File: src/rtl/escaner_anillo_pkg.sv
// Shared helpers for the display ring scanner: width math, anode levels and
// the circular search for the next enabled digit.
package escaner_anillo_pkg;

  localparam int MAX_DIGITS = 32;

  typedef struct packed {
    logic        found;
    logic        wrap;
    logic [31:0] idx;
  } next_t;

  function automatic int clog2(input int v);
    int r;
    r = 0;
    for (int i = 0; i < 31; i++) begin
      if ((1 << i) < v) r = i + 1;
    end
    return r;
  endfunction

  function automatic logic anode_level(input logic act_low, input logic on);
    return on ^ act_low;
  endfunction

  // Walks downwards so the last hit written is the nearest one after sel.
  function automatic next_t next_enabled(input int sel,
                                         input logic [MAX_DIGITS-1:0] mask,
                                         input int n);
    next_t r;
    int    i;
    r = '0;
    for (int k = MAX_DIGITS; k >= 1; k--) begin
      if (k <= n) begin
        i = sel + k;
        if (i >= n) i = i - n;
        if (mask[i[4:0]]) begin
          r.found = 1'b1;
          r.wrap  = (i <= sel);
          r.idx   = i;
        end
      end
    end
    return r;
  endfunction

endpackage

File: src/rtl/escaner_anillo_if.sv
// Control inputs and display outputs of the ring scanner, bundled as one bus.
interface escaner_anillo_if
  import escaner_anillo_pkg::*;
#(
  parameter int N_DIGITS = 4
);
  localparam int SEL_W = clog2(N_DIGITS);

  logic                i_Enable;
  logic                i_Mode;
  logic                i_Step;
  logic [N_DIGITS-1:0] i_DigitMask;
  logic [N_DIGITS-1:0] o_Anodos;
  logic [SEL_W-1:0]    o_Sel;
  logic                o_Blank;
  logic                o_FrameStart;

  modport master (
    output i_Enable, i_Mode, i_Step, i_DigitMask,
    input  o_Anodos, o_Sel, o_Blank, o_FrameStart
  );

  modport slave (
    input  i_Enable, i_Mode, i_Step, i_DigitMask,
    output o_Anodos, o_Sel, o_Blank, o_FrameStart
  );
endinterface

File: src/rtl/escaner_anillo_divisor_tick.sv
// Slot counter: counts cycles within a digit slot, flags the last cycle of an
// auto slot and publishes the value the counter takes on the next edge.
module escaner_anillo_divisor_tick #(
  parameter int PRESCALE  = 50000,
  parameter int BLANK_CYC = 16,
  parameter int CNT_W     = 16
) (
  input  logic             i_Clk,
  input  logic             i_Reset_n,
  input  logic             i_Run,
  input  logic             i_Clear,
  input  logic             i_Sat,
  output logic [CNT_W-1:0] o_CntNext,
  output logic             o_Tick
);

  logic [CNT_W-1:0] r_Cnt;
  logic [CNT_W-1:0] w_CntNext;

  // Manual mode only needs to know the blanking window has elapsed, so the
  // count stops there instead of running towards the auto terminal value.
  always_comb begin
    w_CntNext = r_Cnt + CNT_W'(1);
    if (!i_Run || i_Clear)                           w_CntNext = '0;
    else if (i_Sat && r_Cnt >= CNT_W'(BLANK_CYC))    w_CntNext = r_Cnt;
  end

  always_ff @(posedge i_Clk or negedge i_Reset_n) begin
    if (!i_Reset_n) r_Cnt <= '0;
    else            r_Cnt <= w_CntNext;
  end

  assign o_CntNext = w_CntNext;
  assign o_Tick    = (r_Cnt == CNT_W'(PRESCALE - 1));

endmodule

File: src/rtl/escaner_anillo.sv
// Ring scanner for multiplexed 7-segment displays: rotates a one-hot anode over
// the enabled digits with prescaled or stepped refresh and anti-ghost blanking.
module escaner_anillo
  import escaner_anillo_pkg::*;
#(
  parameter int N_DIGITS      = 4,
  parameter int PRESCALE      = 50000,
  parameter int BLANK_CYC     = 16,
  parameter bit ANODE_ACT_LOW = 1'b1
) (
  input logic              i_Clk,
  input logic              i_Reset_n,
  escaner_anillo_if.slave  io_Bus
);

  localparam int   SEL_W  = clog2(N_DIGITS);
  localparam int   CNT_W  = clog2(PRESCALE);
  localparam logic A_ON   = anode_level(ANODE_ACT_LOW, 1'b1);
  localparam logic A_OFF  = anode_level(ANODE_ACT_LOW, 1'b0);

  logic                r_FrameStart;
  logic                r_Blank;
  logic [SEL_W-1:0]    r_Sel;
  logic [N_DIGITS-1:0] r_Anodos;

  logic                w_Tick;
  logic                w_Adv;
  logic                w_Upd;
  logic                w_Lit;
  logic [CNT_W-1:0]    w_CntNext;
  logic [SEL_W-1:0]    w_NextSel;
  logic [SEL_W-1:0]    w_SelNext;
  next_t               w_Next;

  assign w_Adv = io_Bus.i_Enable & (io_Bus.i_Mode ? io_Bus.i_Step : w_Tick);

  escaner_anillo_divisor_tick #(
    .PRESCALE  (PRESCALE),
    .BLANK_CYC (BLANK_CYC),
    .CNT_W     (CNT_W)
  ) u_divisor (
    .i_Clk     (i_Clk),
    .i_Reset_n (i_Reset_n),
    .i_Run     (io_Bus.i_Enable),
    .i_Clear   (w_Adv),
    .i_Sat     (io_Bus.i_Mode),
    .o_CntNext (w_CntNext),
    .o_Tick    (w_Tick)
  );

  always_comb begin
    w_Next    = next_enabled(int'(r_Sel), 32'(io_Bus.i_DigitMask), N_DIGITS);
    w_NextSel = r_Sel;
    for (int j = 0; j < N_DIGITS; j++) begin
      if (w_Next.idx == j) w_NextSel = j[SEL_W-1:0];
    end
  end

  assign w_Upd     = w_Adv & w_Next.found;
  assign w_SelNext = w_Upd ? w_NextSel : r_Sel;

  // Lit is judged on the values the registers are about to take, so the
  // anode never shows the old digit while o_Sel already names the new one.
  assign w_Lit = io_Bus.i_Enable & io_Bus.i_DigitMask[w_SelNext] &
                 (w_CntNext >= CNT_W'(BLANK_CYC));

  always_ff @(posedge i_Clk or negedge i_Reset_n) begin
    if (!i_Reset_n) begin
      r_Sel        <= '0;
      r_FrameStart <= 1'b0;
      r_Blank      <= 1'b1;
      r_Anodos     <= {N_DIGITS{A_OFF}};
    end else begin
      r_Sel        <= w_SelNext;
      r_FrameStart <= w_Upd & w_Next.wrap;
      r_Blank      <= ~w_Lit;
      for (int j = 0; j < N_DIGITS; j++) begin
        r_Anodos[j] <= (w_Lit && (w_SelNext == j[SEL_W-1:0])) ? A_ON : A_OFF;
      end
    end
  end

  assign io_Bus.o_Sel        = r_Sel;
  assign io_Bus.o_FrameStart = r_FrameStart;
  assign io_Bus.o_Blank      = r_Blank;
  assign io_Bus.o_Anodos     = r_Anodos;

endmodule
File: src/flat_wrapper.sv
// flat-port wrapper written by rule: the top's interface ports become plain ports
module escaner_anillo_flat import escaner_anillo_pkg::*;
#(
  parameter int N_DIGITS      = 4,
  parameter int PRESCALE      = 50000,
  parameter int BLANK_CYC     = 16,
  parameter bit ANODE_ACT_LOW = 1'b1
)
  (i_Clk, i_Reset_n, io_Bus_i_Enable, io_Bus_i_Mode, io_Bus_i_Step, io_Bus_i_DigitMask, io_Bus_o_Anodos, io_Bus_o_Sel, io_Bus_o_Blank, io_Bus_o_FrameStart);
  escaner_anillo_if #(.N_DIGITS(N_DIGITS)) io_Bus_i ();
  input logic i_Clk;
  input logic i_Reset_n;
  input wire logic [$bits(io_Bus_i.i_Enable)-1:0] io_Bus_i_Enable;
  input wire logic [$bits(io_Bus_i.i_Mode)-1:0] io_Bus_i_Mode;
  input wire logic [$bits(io_Bus_i.i_Step)-1:0] io_Bus_i_Step;
  input wire logic [$bits(io_Bus_i.i_DigitMask)-1:0] io_Bus_i_DigitMask;
  output wire logic [$bits(io_Bus_i.o_Anodos)-1:0] io_Bus_o_Anodos;
  output wire logic [$bits(io_Bus_i.o_Sel)-1:0] io_Bus_o_Sel;
  output wire logic [$bits(io_Bus_i.o_Blank)-1:0] io_Bus_o_Blank;
  output wire logic [$bits(io_Bus_i.o_FrameStart)-1:0] io_Bus_o_FrameStart;
  assign io_Bus_i.i_Enable = io_Bus_i_Enable;
  assign io_Bus_i.i_Mode = io_Bus_i_Mode;
  assign io_Bus_i.i_Step = io_Bus_i_Step;
  assign io_Bus_i.i_DigitMask = io_Bus_i_DigitMask;
  assign io_Bus_o_Anodos = io_Bus_i.o_Anodos;
  assign io_Bus_o_Sel = io_Bus_i.o_Sel;
  assign io_Bus_o_Blank = io_Bus_i.o_Blank;
  assign io_Bus_o_FrameStart = io_Bus_i.o_FrameStart;
  escaner_anillo #(.N_DIGITS(N_DIGITS), .PRESCALE(PRESCALE), .BLANK_CYC(BLANK_CYC), .ANODE_ACT_LOW(ANODE_ACT_LOW)) u_core (.i_Clk(i_Clk), .i_Reset_n(i_Reset_n), .io_Bus(io_Bus_i));
endmodule
File: config.mk
export PLATFORM = sky130hd
export DESIGN_NAME = escaner_anillo_flat
export DESIGN_NICKNAME = d
export VERILOG_FILES = /design/src/rtl/escaner_anillo_pkg.sv /design/src/rtl/escaner_anillo_if.sv /design/src/rtl/escaner_anillo_divisor_tick.sv /design/src/rtl/escaner_anillo.sv /design/src/flat_wrapper.sv
export SDC_FILE = /design/constraint.sdc
export NUM_CORES = 1
export LEC_CHECK = 0
export CORE_ASPECT_RATIO = 0.7
export CORE_MARGIN = 3
export CORE_UTILIZATION = 61
export CTS_CLUSTER_SIZE = 14
export DETAILED_ROUTE_END_ITERATION = 8
export PLACE_DENSITY = 0.83
export SYNTH_ARGS = -nofsm -noshare
export SYNTH_HDL_FRONTEND = slang
export SYNTH_SLANG_ARGS = --single-unit
export TNS_END_PERCENT = 10
File: constraint.sdc
create_clock -name i_Clk -period 5.4 [get_ports i_Clk]
set_clock_uncertainty 0.2 [all_clocks]
set_input_delay 1.08 -clock i_Clk [delete_from_list [all_inputs] [get_ports i_Clk]]
set_output_delay 1.08 -clock i_Clk [all_outputs]
set_load 0.01 [all_outputs]
# Yosys cells after proc, flatten, opt, wreduce, memory -nomap -nowiden
# Index checks and enable logic that the tools add are counted.
# word_totals
ff_bits,24
input_bits,9
output_inout_bits,8
word_cells,81
# classes
add_sub_neg,9
n_lt_le_gt_ge,15
n_eq_ne,7
mux,30
bitwise,6
reduce_logical,9
# ops
operator,count
34-bit 2-to-1 mux,4
32-bit by 4-bit >= comparator with 1-bit output (second input constant),4
32-bit by 3-bit <= comparator with 1-bit output,4
32-bit 2-to-1 mux,4
32-bit by 4-bit subtractor with 32-bit output (second input constant),4
32-bit by 2-bit equality test with 1-bit output (second input constant),2
32-bit by 1-bit equality test with 1-bit output (second input constant),1
16-bit by 5-bit >= comparator with 1-bit output (second input constant),2
32-bit zero test,1
16-bit 2-to-1 mux,2
5-bit by 6-bit less-than comparator with 1-bit output (second input constant),4
1-bit binary-select mux with 5-bit select,4
16-bit by 1-bit adder with 16-bit output (second input constant),1
16-bit equality test (second input constant),1
1-bit 2-to-1 mux,10
2-bit 2-to-1 mux,5
2-bit by 2-bit adder with 3-bit output (second input constant),2
1-bit AND,5
1-bit logical AND,5
2-bit by 3-bit adder with 4-bit output (second input constant),1
2-bit equality test (second input constant),2
2-bit by 1-bit adder with 3-bit output (second input constant),1
2-bit by 3-bit less-than comparator with 1-bit output (second input constant),1
1-bit binary-select mux with 2-bit select,1
other kinds (5),5

# Depth between registers and ports, before layout
# Gate-level depths: netlist (run 1).
# logic_depth
word_depth,21
mapped_depth,10
depth_no_buf,9

# Hierarchy
# From an unflattened synthesis (run 1), not the netlist that was laid out.
# hier_totals
hier_cells,199
hier_area_um2,1791.7
# by_module_without_submodules
mod,instances,cells_each,area_per_inst_um2,seq_area_each_um2
escaner_anillo_divisor_tick,1,98,933.4,400.4
escaner_anillo,1,101,858.3,206.4

# Worst setup path before layout (run 1)
# No wires, ideal clock.
# synth_timing
kind,input -> register
start,input port io_Bus_i_DigitMask[2]
end,register u_core.r_Blank (netlist: u_core.io_Bus.o_Blank)
setup_time_ps,63
arrival_ps,2934
t_required_ps,5137
path_slack_ps,2204
path_stages,7
path_buffers,0
cell_sequence,mux4_2 > a22o_1 > nand4bb_4 > nand2_2 > mux2i_2 > mux4_2 > nand2_1
# synth_between
elab_chain_len,17
elab_cells_between_ends,27
classes_between,3 x eq/ne; 19 x mux; 4 x bitwise; 1 x reduce/logical
# synth_rtl
element,line,text
from (decl),flat_wrapper.sv:16,input wire logic [$bits(io_Bus_i.i_DigitMask)-1:0] io_Bus_i_DigitMask;
1-bit binary-select mux with 5-bit select,escaner_anillo_pkg.sv:37,if (mask[i[4:0]]) begin
1-bit 2-to-1 mux (not written as such),escaner_anillo_pkg.sv:37,
34-bit 2-to-1 mux (3 in series),escaner_anillo_pkg.sv:37,
34-bit 2-to-1 mux (*),escaner_anillo_pkg.sv:37,
32-bit zero test,escaner_anillo.sv:55,if (w_Next.idx == j) w_NextSel = j[SEL_W-1:0];
2-bit 2-to-1 mux (4 in series),escaner_anillo.sv:55,
2-bit 2-to-1 mux (*),escaner_anillo.sv:60,assign w_SelNext = w_Upd ? w_NextSel : r_Sel;
via u_core.w_SelNext[1],escaner_anillo.sv:32,logic [SEL_W-1:0] w_SelNext;
1-bit binary-select mux with 2-bit select (*),escaner_anillo.sv:64,assign w_Lit = io_Bus.i_Enable & io_Bus.i_DigitMask[w_SelNext] &
1-bit 2-to-1 mux (not written as such) (*),escaner_anillo.sv:64,
1-bit AND (*) (2 in series),escaner_anillo.sv:64,
1-bit inverter (*),escaner_anillo.sv:76,r_Blank <= ~w_Lit;
to (signal assigned),escaner_anillo.sv:76,
to (decl),escaner_anillo.sv:22,logic r_Blank;
# The timed path passes the listed nets; every way through them passes the cells marked *. The select of a mux whose other input is x is not followed.

# Final worst setup path (run 1)
# Same ends and word-level chain as after synthesis.

==> results.json, run 1 <==
{
  "status": "finished clean",
  "whs_ps": 400,
  "yosys-top-cells-area": "dfrtp_1 29%, dfstp_2 7.9%, ha_1 5.3%",
  "seq_area_um2": 607,
  "hold_path_depth": 2,
  "ios": 17,
  "cts_root_buf": "clkbuf_8",
  "fill_cells": 184,
  "worst-path-stages": 8,
  "syn_nets": 193,
  "synth_edf_count": 0,
  "required_ps": 5410,
  "ys_seq_elements": 24,
  "cts_hold_repair.buffers": 0,
  "avgRoutedWirePerCell_um": 17.7,
  "grt_max_degree": 25,
  "ys_seq_area_share_pct": 36.7,
  "fin_cells": 226,
  "yosysMostFrequentCell": "nor2_1",
  "io_buffers": 16,
  "fin_util_pct": 75.7,
  "nNetsFinal": 209,
  "cts_setup_buffers": 0,
  "synth_ff_type": "dfrtp_1",
  "clockPowerShare_pct": 23.2,
  "cpPeakStageDelay_ps": 570,
  "crit_path_end_kind": "register",
  "die_x_um": 68.2,
  "initial_utilization_pct": 65.7,
  "antenna_found_initial": 0,
  "drv_cap": 0,
  "synth_top_cell_area_share_pct": 28.8,
  "gp_congestion": 0.956,
  "cp_common_cell": "mux4_2",
  "coreArea_um2": 2510,
  "path_clk_slew_ps": 90,
  "dieArea_um2": 3380,
  "slew_violations": 0,
  "rsz0062_at_grt": "false",
  "synth_top_cell_by_area": "dfrtp_1",
  "drt_wl_total_mm": 3.99,
  "p_int_mw": 0.435,
  "leakagePower_nw": 0.780,
  "fmax_ghz": 0.270,
  "synth_cell_types": 50,
  "grt_use_total_pct": 26.5,
  "setup_tns_ps": 0,
  "drive_gt1_share_pct": 9.38,
  "clk_latency_ps": 270,
  "diodes": 0,
  "area_growth_pct": 15.1,
  "p_comb_share_pct": 44.5,
  "period_needed_ps": 3700,
  "power.total_mw": 0.679,
  "clk_path_buf_depth": 2,
  "start_kind": "input port",
  "dp.cells": 222,
  "netlist_instances": 177,
  "drt_first_pass_iters": 4,
  "finalSetupViolations": 0,
  "cts_inserted_buffers": 3,
  "seq_power_share_pct": 32.3,
  "syn_area_um2": 1650,
  "path_max_fanout": 5,
  "synth.avg_cell_area_um2": 9.34,
  "drtIter0Drc": 129,
  "ctsResizeCount": 0,
  "synth_common_cells": "23 x nor2_1, 19 x dfrtp_1, 14 x nand2_1",
  "peakVddDrop_mv": 0.294,
  "arrival_ps": 3710,
  "post-route-period-util_pct": 68.5,
  "synthArstFlopShare_pct": 100,
  "cts_max_level": 1,
  "p_sw_share_pct": 36.0,
  "powerDensity_nw_per_um2": 357,
  "min_path_type": "register to register",
  "vias": 1431,
  "dp_hpwl_mm": 2.99,
  "path_delay_family": "multiplexers",
  "rows": 15,
  "grt_pass1_wl_mm": 6.73,
  "grt_pass1_vias": 1409,
  "power.switching_mw": 0.245,
  "critPathBufInv": 1,
  "viasPerCell": 6.33,
  "postRouteAntennaNets": 0,
  "cp_slowest_cell": "mux4_2",
  "clock_sinks": 24,
  "path_cells": "clkdlybuf4s50_1, mux4_2, a22o_1, nand4bb_4, nand2_2, mux2i_2, mux4_2, nand2_1",
  "yosysWarnings": 0,
  "tightest_slew_ps": 1060,
  "slew_headroom_pct": 29.2,
  "cts_tree": "yes",
  "hold_viol_final": 0,
  "multi_input_area_um2": 981,
  "grt_overflow_total": 0,
  "r2r_cells": 9,
  "die_y_um": 49.6,
  "worstSetupPathType": "input port to register",
  "drc": 0
}
## state kept, by name, indices dropped and copies added (netlist names)
name,count
u_core.u_divisor.r_Cnt,16
u_core.io_Bus.o_Anodos,4
u_core.io_Bus.o_Sel,2
u_core.io_Bus.o_Blank,1
u_core.io_Bus.o_FrameStart,1
## power groups by stage
stage	sequential, mW	clock (mW)	combinational [mW]
2_1_floorplan	0.213	0	0.234
3_3_place_gp	0.222	0	0.294
3_5_place_dp	0.223	0	0.296
4_1_cts	0.220	0.161	0.298
5_1_grt	0.223	0.167	0.334
6_report	0.219	0.158	0.302
## cells in the final DEF (no fill, tap or decap), drive strengths merged, types with 2 or more instances in the layout
cell | netlist | final
and3 | 2 | 2
nand2 | 15 | 15
a32o | 2 | 2
xor2 | 9 | 9
nand4 | 12 | 12
a21oi | 5 | 5
a31oi | 2 | 2
inv | 9 | 9
ha | 7 | 7
a221oi | 2 | 2
and4 | 3 | 3
nand2b | 3 | 3
mux2 | 3 | 3
mux4 | 2 | 2
clkbuf | 4 | 3
nor2 | 23 | 23
dfrtp | 19 | 19
o211ai | 2 | 2
and2 | 3 | 3
mux2i | 4 | 4
dfstp | 5 | 5
o21ai | 3 | 3
nor3 | 4 | 4
xnor2 | 7 | 7
clkdlybuf4s50 | 0 | 16
nand3 | 6 | 6
## cell type report
type                       instances  share of cell area, %
multi-input combinational        138                   51.5
clock buffer                       3                   2.17
clock inverter                     1                   1.58
timing repair buffer              17                   8.81
sequential                        24                   31.9
tap                               34                   2.24
inverter                           9                   1.78
## tightest hold or removal path: cells and delay by family, from the launching register on
kind	cells	cell delay (ps)
flip-flops	1	400
AND/OR/NAND/NOR	1	80
XOR/XNOR	1	90
## per-layer routing
layer / up-vias / share of wire (%) / track usage [%] / routed length (µm)
met3: 2 / 8.6 / 7.74 / 344
li1: 669 / - / - / -
met5: - / 0 / 0 / 0
met4: 0 / 0.45 / 5.28 / 18
met2: 70 / 47 / 39.4 / 1870
met1: 690 / 44 / 38.2 / 1760
## logic make-up after synthesis
| group | Yosys count | share of synthesized area (%) |
|---|---|---|
| AOI/OAI and AO/OA | 28 | 12.7 |
| xor gates and xnor gates | 16 | 8.48 |
| adders and majority gates | 7 | 5.30 |
| buffers and inverters | 15 | 3.94 |
| DFF | 24 | 36.7 |
| muxes | 9 | 7.42 |
| and+or+nand+nor | 78 | 25.4 |
## worst paths after layout
| path | startpoint | slack (ps) | to |
|---|---|---|---|
| min in group asynchronous | i_Reset_n | 1180 | u_core.u_divisor.r_Cnt[8] |
| max | io_Bus_i_DigitMask[2] | 1700 | u_core.io_Bus.o_Blank |
| max reg2reg | u_core.io_Bus.o_Sel[0] | 2060 | u_core.io_Bus.o_Blank |
| min | u_core.u_divisor.r_Cnt[3] | 400 | u_core.u_divisor.r_Cnt[3] |
| max in group asynchronous | i_Reset_n | 3180 | u_core.u_divisor.r_Cnt[13] |
| min reg2reg | u_core.u_divisor.r_Cnt[3] | 400 | u_core.u_divisor.r_Cnt[3] |
## per-stage QoR
step	setup slack (ps)	area, µm²
6_report	1700	1900
5_1_grt	1590	1900
4_1_cts	1730	1900
3_5_place_dp	1440	1830
3_3_place_gp	1620	1830
2_1_floorplan	2200	1650
No activity file was read; power rests on OpenSTA's default activity.
==> run 2, diff against run 1 <==
--- a/config.mk
+++ b/config.mk
@@ -7,10 +7,10 @@
 export LEC_CHECK = 0
 export CORE_ASPECT_RATIO = 0.7
 export CORE_MARGIN = 3
-export CORE_UTILIZATION = 61
+export CORE_UTILIZATION = 56
 export CTS_CLUSTER_SIZE = 14
 export DETAILED_ROUTE_END_ITERATION = 8
-export PLACE_DENSITY = 0.83
+export PLACE_DENSITY = 0.77
 export SYNTH_ARGS = -nofsm -noshare
 export SYNTH_HDL_FRONTEND = slang
 export SYNTH_SLANG_ARGS = --single-unit
==> constraint.sdc (replaced) <==
create_clock -name i_Clk -period 3.5 [get_ports i_Clk]
set_clock_uncertainty 0.2 [all_clocks]
set_input_delay 0.7 -clock i_Clk [delete_from_list [all_inputs] [get_ports i_Clk]]
set_output_delay 0.7 -clock i_Clk [all_outputs]
set_load 0.01 [all_outputs]
==> run 2 against run 1 <==
  * Combinational power up 84%
  * Die area increased by 8.0%
  * Critical path depth is the same
  * Total power increased by 64%
  * Non-clock buffer count increased by 6
  * Hold slack improved by 13 ps
  * Cell area up 2.4%
  * Sequential power up 41%
  * Largest power group unchanged
  * Via count up 3.9%
  * Register-to-register slack lost 1500 ps
  * Worst setup slack worse by 1300 ps
==> results.json, run 2 (synthesized netlist as in run 1, its figures left out) <==
{
  "status": "finished clean",
  "cts_root_buf": "clkbuf_8",
  "tightest_slew_ps": 929,
  "regMostFlops": "u_core.u_divisor.r_Cnt",
  "antenna_found_initial": 0,
  "clk_path_buf_depth": 2,
  "clock_sinks": 24,
  "drv_cap": 0,
  "nNetsFinal": 215,
  "cpPeakStageDelay_ps": 530,
  "routed.top_layer": "met4",
  "drtIter0Drc": 160,
  "wl_met3_um": 370,
  "cts_max_level": 1,
  "leakagePower_nw": 0.809,
  "slew_headroom_pct": 37.9,
  "postRouteAntennaNets": 0,
  "hp-start": "u_core.u_divisor.r_Cnt[13]",
  "grt_use_total_pct": 25.0,
  "crit_path_end_kind": "register",
  "fmax_ghz": 0.320,
  "drc": 0,
  "period_needed_ps": 3130,
  "powerDensity_nw_per_um2": 571,
  "start_kind": "input port",
  "initial_utilization_pct": 62.9,
  "cts_inserted_buffers": 3,
  "wl_met2_mm": 1.81,
  "path_max_fanout": 5,
  "drt_wl_total_mm": 4.21,
  "clk_latency_ps": 270,
  "die_y_um": 51.5,
  "mostFrequentLayoutCells": "23 x nor2_1, 19 x dfrtp_1, 16 x clkdlybuf4s50_1",
  "path_cells": "clkdlybuf4s50_1, mux4_2, a22o_1, nand4bb_4, nand2_2, mux2i_2, mux4_2, nand2_1",
  "dp.cells": 228,
  "path_clk_slew_ps": 90,
  "io_buffers": 16,
  "cts_setup_buffers": 0,
  "gp_congestion": 0.936,
  "grt_pass1_vias": 1513,
  "min_path_type": "register to register",
  "ios": 17,
  "arrival_ps": 3140,
  "critPathBufInv": 1,
  "slew_violations": 0,
  "avgRoutedWirePerCell_um": 18.2,
  "timing.rr.start": "u_core.io_Bus.o_Sel[1]",
  "cp_common_cell": "mux4_2",
  "cts_hold_repair.buffers": 0,
  "area_growth_pct": 17.9,
  "drt_first_pass_iters": 5,
  "die_x_um": 70.9,
  "coreArea_um2": 2630,
  "hold_path_depth": 2,
  "rows": 15,
  "r2r_cells": 9,
  "diodes": 0,
  "dp_hpwl_mm": 3.12,
  "required_ps": 3510,
  "post-route-period-util_pct": 89.4,
  "wl_met1_mm": 1.96,
  "viasPerCell": 6.41,
  "worstSetupPathType": "input port to register",
  "drive_gt1_share_pct": 12.1,
  "cts_tree": "yes",
  "rsz0062_at_grt": "false",
  "ctsResizeCount": 0,
  "fill_cells": 191,
  "peakVddDrop_mv": 0.403,
  "grt_max_degree": 21,
  "largest_reg_flops": 16,
  "cp_slowest_cell": "mux4_2",
  "fin_cells": 232,
  "path_delay_family": "multiplexers",
  "layout_commonest_cell": "nor2_1",
  "finalSetupViolations": 0,
  "hold_viol_final": 0,
  "grt_overflow_total": 0,
  "startpoint": "io_Bus_i_DigitMask[3]",
  "setup_tns_ps": 0,
  "dieArea_um2": 3650,
  "vias": 1487,
  "grt_pass1_wl_mm": 7.12,
  "worst-path-stages": 8
}
-- run 2: cell types whose count changed in the layout (fill, tap and decap cells not counted), sizes merged --
cell and delta:
buf +6
-- run 2: through the flow --
stage	worst slack, ps	hold WS [ps]	instance area [µm²]	utilization (%)	power (mW)
5_1_grt	303	447	1950	74.1	1.18
4_1_cts	399	409	1950	74.1	1.10
3_5_place_dp	134	397	1880	71.4	0.850
2_1_floorplan	560	204	1650	-	0.689
3_3_place_gp	193	369	1880	71.4	0.846
6_report	373	413	1950	74.1	1.11
-- run 2: area by class of cell --
type	instances	area (µm²)	area share, %
Clock buffer	3	41.3	2.12
Clock inverter	1	30.0	1.54
Inverter	9	33.8	1.73
Multi-Input combinational cell	138	981	50.4
Sequential cell	24	607	31.1
Tap cell	34	42.5	2.18
Timing Repair Buffer	23	213	10.9
-- run 2: worst paths after layout --
| check | slack, ps | end |
|---|---|---|
| max reg2reg | 610 | u_core.io_Bus.o_Blank |
| min | 410 | u_core.u_divisor.r_Cnt[13] |
| min reg2reg | 410 | u_core.u_divisor.r_Cnt[13] |
| min in group asynchronous | 740 | u_core.u_divisor.r_Cnt[1] |
| max in group asynchronous | 1650 | u_core.io_Bus.o_Anodos[2] |
| max | 370 | u_core.io_Bus.o_Blank |
-- run 2: routing by layer --
metal / vias to the layer above / GRT usage (%)
met5: - / 0
met4: 0 / 6.88
met3: 14 / 6.48
met2: 86 / 38.6
met1: 705 / 34.8
li1: 682 / -
-- run 2: power by group --
| group | total, mW | switching [mW] | leakage, nW | internal (mW) |
|---|---|---|---|---|
| registers | 0.308 | 0.0141 | 0.312 | 0.294 |
| logic | 0.557 | 0.294 | 0.461 | 0.262 |
| clock network | 0.247 | 0.0945 | 0.0357 | 0.153 |
| total | 1.11 | 0.403 | 0.809 | 0.709 |
-- run 2: worst reg2reg max path, stage by stage, from the launching register on --
cell and delay [ps]:
dfrtp_1 390, inv_1 170, ha_1 320, mux4_2 330, a22o_1 230, nand4bb_4 200
nand2_2 110, mux2i_2 270, mux4_2 530, nand2_1 80
==> run 3, diff against run 2 <==
--- a/config.mk
+++ b/config.mk
@@ -7,10 +7,11 @@
 export LEC_CHECK = 0
 export CORE_ASPECT_RATIO = 0.7
 export CORE_MARGIN = 3
-export CORE_UTILIZATION = 56
+export CORE_UTILIZATION = 59
+export CTS_BUF_LIST = sky130_fd_sc_hd__clkbuf_4
 export CTS_CLUSTER_SIZE = 14
 export DETAILED_ROUTE_END_ITERATION = 8
-export PLACE_DENSITY = 0.77
+export PLACE_DENSITY_LB_ADDON = 0.12
 export SYNTH_ARGS = -nofsm -noshare
 export SYNTH_HDL_FRONTEND = slang
 export SYNTH_SLANG_ARGS = --single-unit
==> run 3 against run 2 <==
  * Total power decreased by 5.1%
  * Final cell count unchanged
  * Critical path depth unchanged
  * Sequential power about the same
  * Sequential share of layout area increased by 0.30 points
  * Flip-flop and latch count unchanged
  * Utilization increased by 0.89 points
==> results.json, run 3 (synthesized netlist as in run 1, its figures left out) <==
{
  "dieArea_um2": 3480,
  "dpl_worst_slack_ps": 144,
  "multi_input_area_um2": 981,
  "leakagePower_nw": 0.801,
  "nNetsFinal": 215,
  "finalWorstSetupSlack_ps": 469,
  "antenna_found_initial": 0,
  "grt_overflow_total": 0,
  "layout_commonest_cell": "nor2_1",
  "tightest_slew_ps": 958,
  "p_comb_share_pct": 51.9,
  "hold_path_depth": 2,
  "arrival_ps": 3110,
  "period_needed_ps": 3030,
  "rows": 15,
  "worstSetupPathType": "input port to register",
  "clk_latency_ps": 320,
  "path_clk_slew_ps": 140,
  "ios": 17,
  "grt_pass1_wl_mm": 6.89,
  "setup_tns_ps": 0,
  "power.total_mw": 1.06,
  "rrSetupSlack_ps": 620,
  "coreArea_um2": 2570,
  "clock_sinks": 24,
  "peakVddDrop_mv": 0.325,
  "min_path_type": "register to register",
  "dp_hpwl_mm": 3.11,
  "drt_wl_total_mm": 3.95,
  "hp-start": "u_core.u_divisor.r_Cnt[13]",
  "largest_reg_flops": 16,
  "slew_headroom_pct": 35.9,
  "powerDensity_nw_per_um2": 547,
  "grt_pass1_vias": 1427,
  "postRouteAntennaNets": 0,
  "rsz0062_at_grt": "false",
  "fill_cells": 173,
  "seq_area_um2": 607,
  "grt_max_degree": 23,
  "io_buffers": 16,
  "area_growth_pct": 16.7,
  "p_int_mw": 0.672,
  "cts_hold_repair.buffers": 0,
  "ctsResizeCount": 0,
  "power.switching_mw": 0.384,
  "p_sw_share_pct": 36.4,
  "path_max_fanout": 5,
  "cts_setup_buffers": 0,
  "fmax_ghz": 0.330,
  "drtIter0Drc": 181,
  "gp_congestion": 0.960,
  "mostFrequentLayoutCells": "23 x nor2_1, 19 x dfrtp_1, 16 x clkdlybuf4s50_1",
  "drv_cap": 0,
  "fin_cells": 232,
  "initial_utilization_pct": 64.3,
  "regMostFlops": "u_core.u_divisor.r_Cnt",
  "vias": 1472,
  "r2r_cells": 9,
  "cts_max_level": 1,
  "r2r-end": "u_core.io_Bus.o_Blank",
  "hold_end": "u_core.u_divisor.r_Cnt[13]",
  "viasPerCell": 6.34,
  "die_y_um": 50.3,
  "dp.cells": 228,
  "start_kind": "input port",
  "cts_inserted_buffers": 3,
  "hold_viol_final": 0,
  "avgRoutedWirePerCell_um": 17.0,
  "seq_power_share_pct": 29.0,
  "clockPowerShare_pct": 19.1,
  "die_x_um": 69.3,
  "drive_gt1_share_pct": 12.1,
  "cts_root_buf": "clkbuf_4",
  "grt_use_total_pct": 24.8,
  "post-route-period-util_pct": 86.6,
  "crit_path_end_kind": "register",
  "slew_violations": 0,
  "required_ps": 3580,
  "cts_tree": "yes",
  "drt_first_pass_iters": 4,
  "timing.rr.start": "u_core.io_Bus.o_Sel[1]",
  "diodes": 0,
  "clk_path_buf_depth": 2,
  "drc": 0,
  "status": "finished clean",
  "finalSetupViolations": 0
}
==> run 3: final cells by class <==
class / instances / share of cell area (%)
clock inverters: 1 / 1.56
repair buffers: 23 / 11.0
flip-flops and latches: 24 / 31.5
well taps: 34 / 2.20
clock buffers: 3 / 1.17
multi-input cells: 138 / 50.8
inverters: 9 / 1.75
==> run 3: worst max-delay path, cell delays in order <==
cell             delay (ps)
clkdlybuf4s50_1         490
mux4_2                  540
a22o_1                  220
nand4bb_4               190
nand2_2                 100
mux2i_2                 260
mux4_2                  520
nand2_1                  80
==> run 3: worst max path at each step <==
stage	from	end	depth (start not counted)
finish	io_Bus_i_DigitMask[2]	u_core.io_Bus.o_Blank	8
global placement	io_Bus_i_DigitMask[2]	u_core.io_Bus.o_Blank	8
floorplan	u_core.io_Bus.o_Sel[0]	u_core.io_Bus.o_Blank	10
global route	io_Bus_i_DigitMask[3]	u_core.io_Bus.o_Blank	8
CTS	io_Bus_i_DigitMask[2]	u_core.io_Bus.o_Blank	8
detailed placement	io_Bus_i_DigitMask[1]	u_core.io_Bus.o_Blank	8
==> run 3: layer usage <==
metal | vias to the layer above | routed length (µm) | global-route usage [%]
met4 | 0 | 61 | 5.84
li1 | 685 | - | -
met1 | 696 | 1800 | 34.3
met5 | - | 0 | 0
met3 | 10 | 374 | 6.00
met2 | 81 | 1720 | 39.6
==> run 3: power by group through the flow <==
stage               sequential, mW  clock (mW)  combinational [mW]
floorplan                    0.328           0               0.361
global placement             0.311           0               0.540
detailed placement           0.310           0               0.537
CTS                          0.306       0.201               0.541
global route                 0.307       0.218               0.591
finish                       0.306       0.201               0.548
==> run 3: metrics by stage <==
| step | instance area [µm²] | utilization, % | hold WS (ps) |
|---|---|---|---|
| 4_1_cts | 1930 | 75.0 | 412 |
| 3_3_place_gp | 1880 | 73.0 | 354 |
| 3_5_place_dp | 1880 | 73.0 | 385 |
| 5_1_grt | 1930 | 75.0 | 464 |
| 6_report | 1930 | 75.0 | 410 |
| 2_1_floorplan | 1650 | - | 204 |
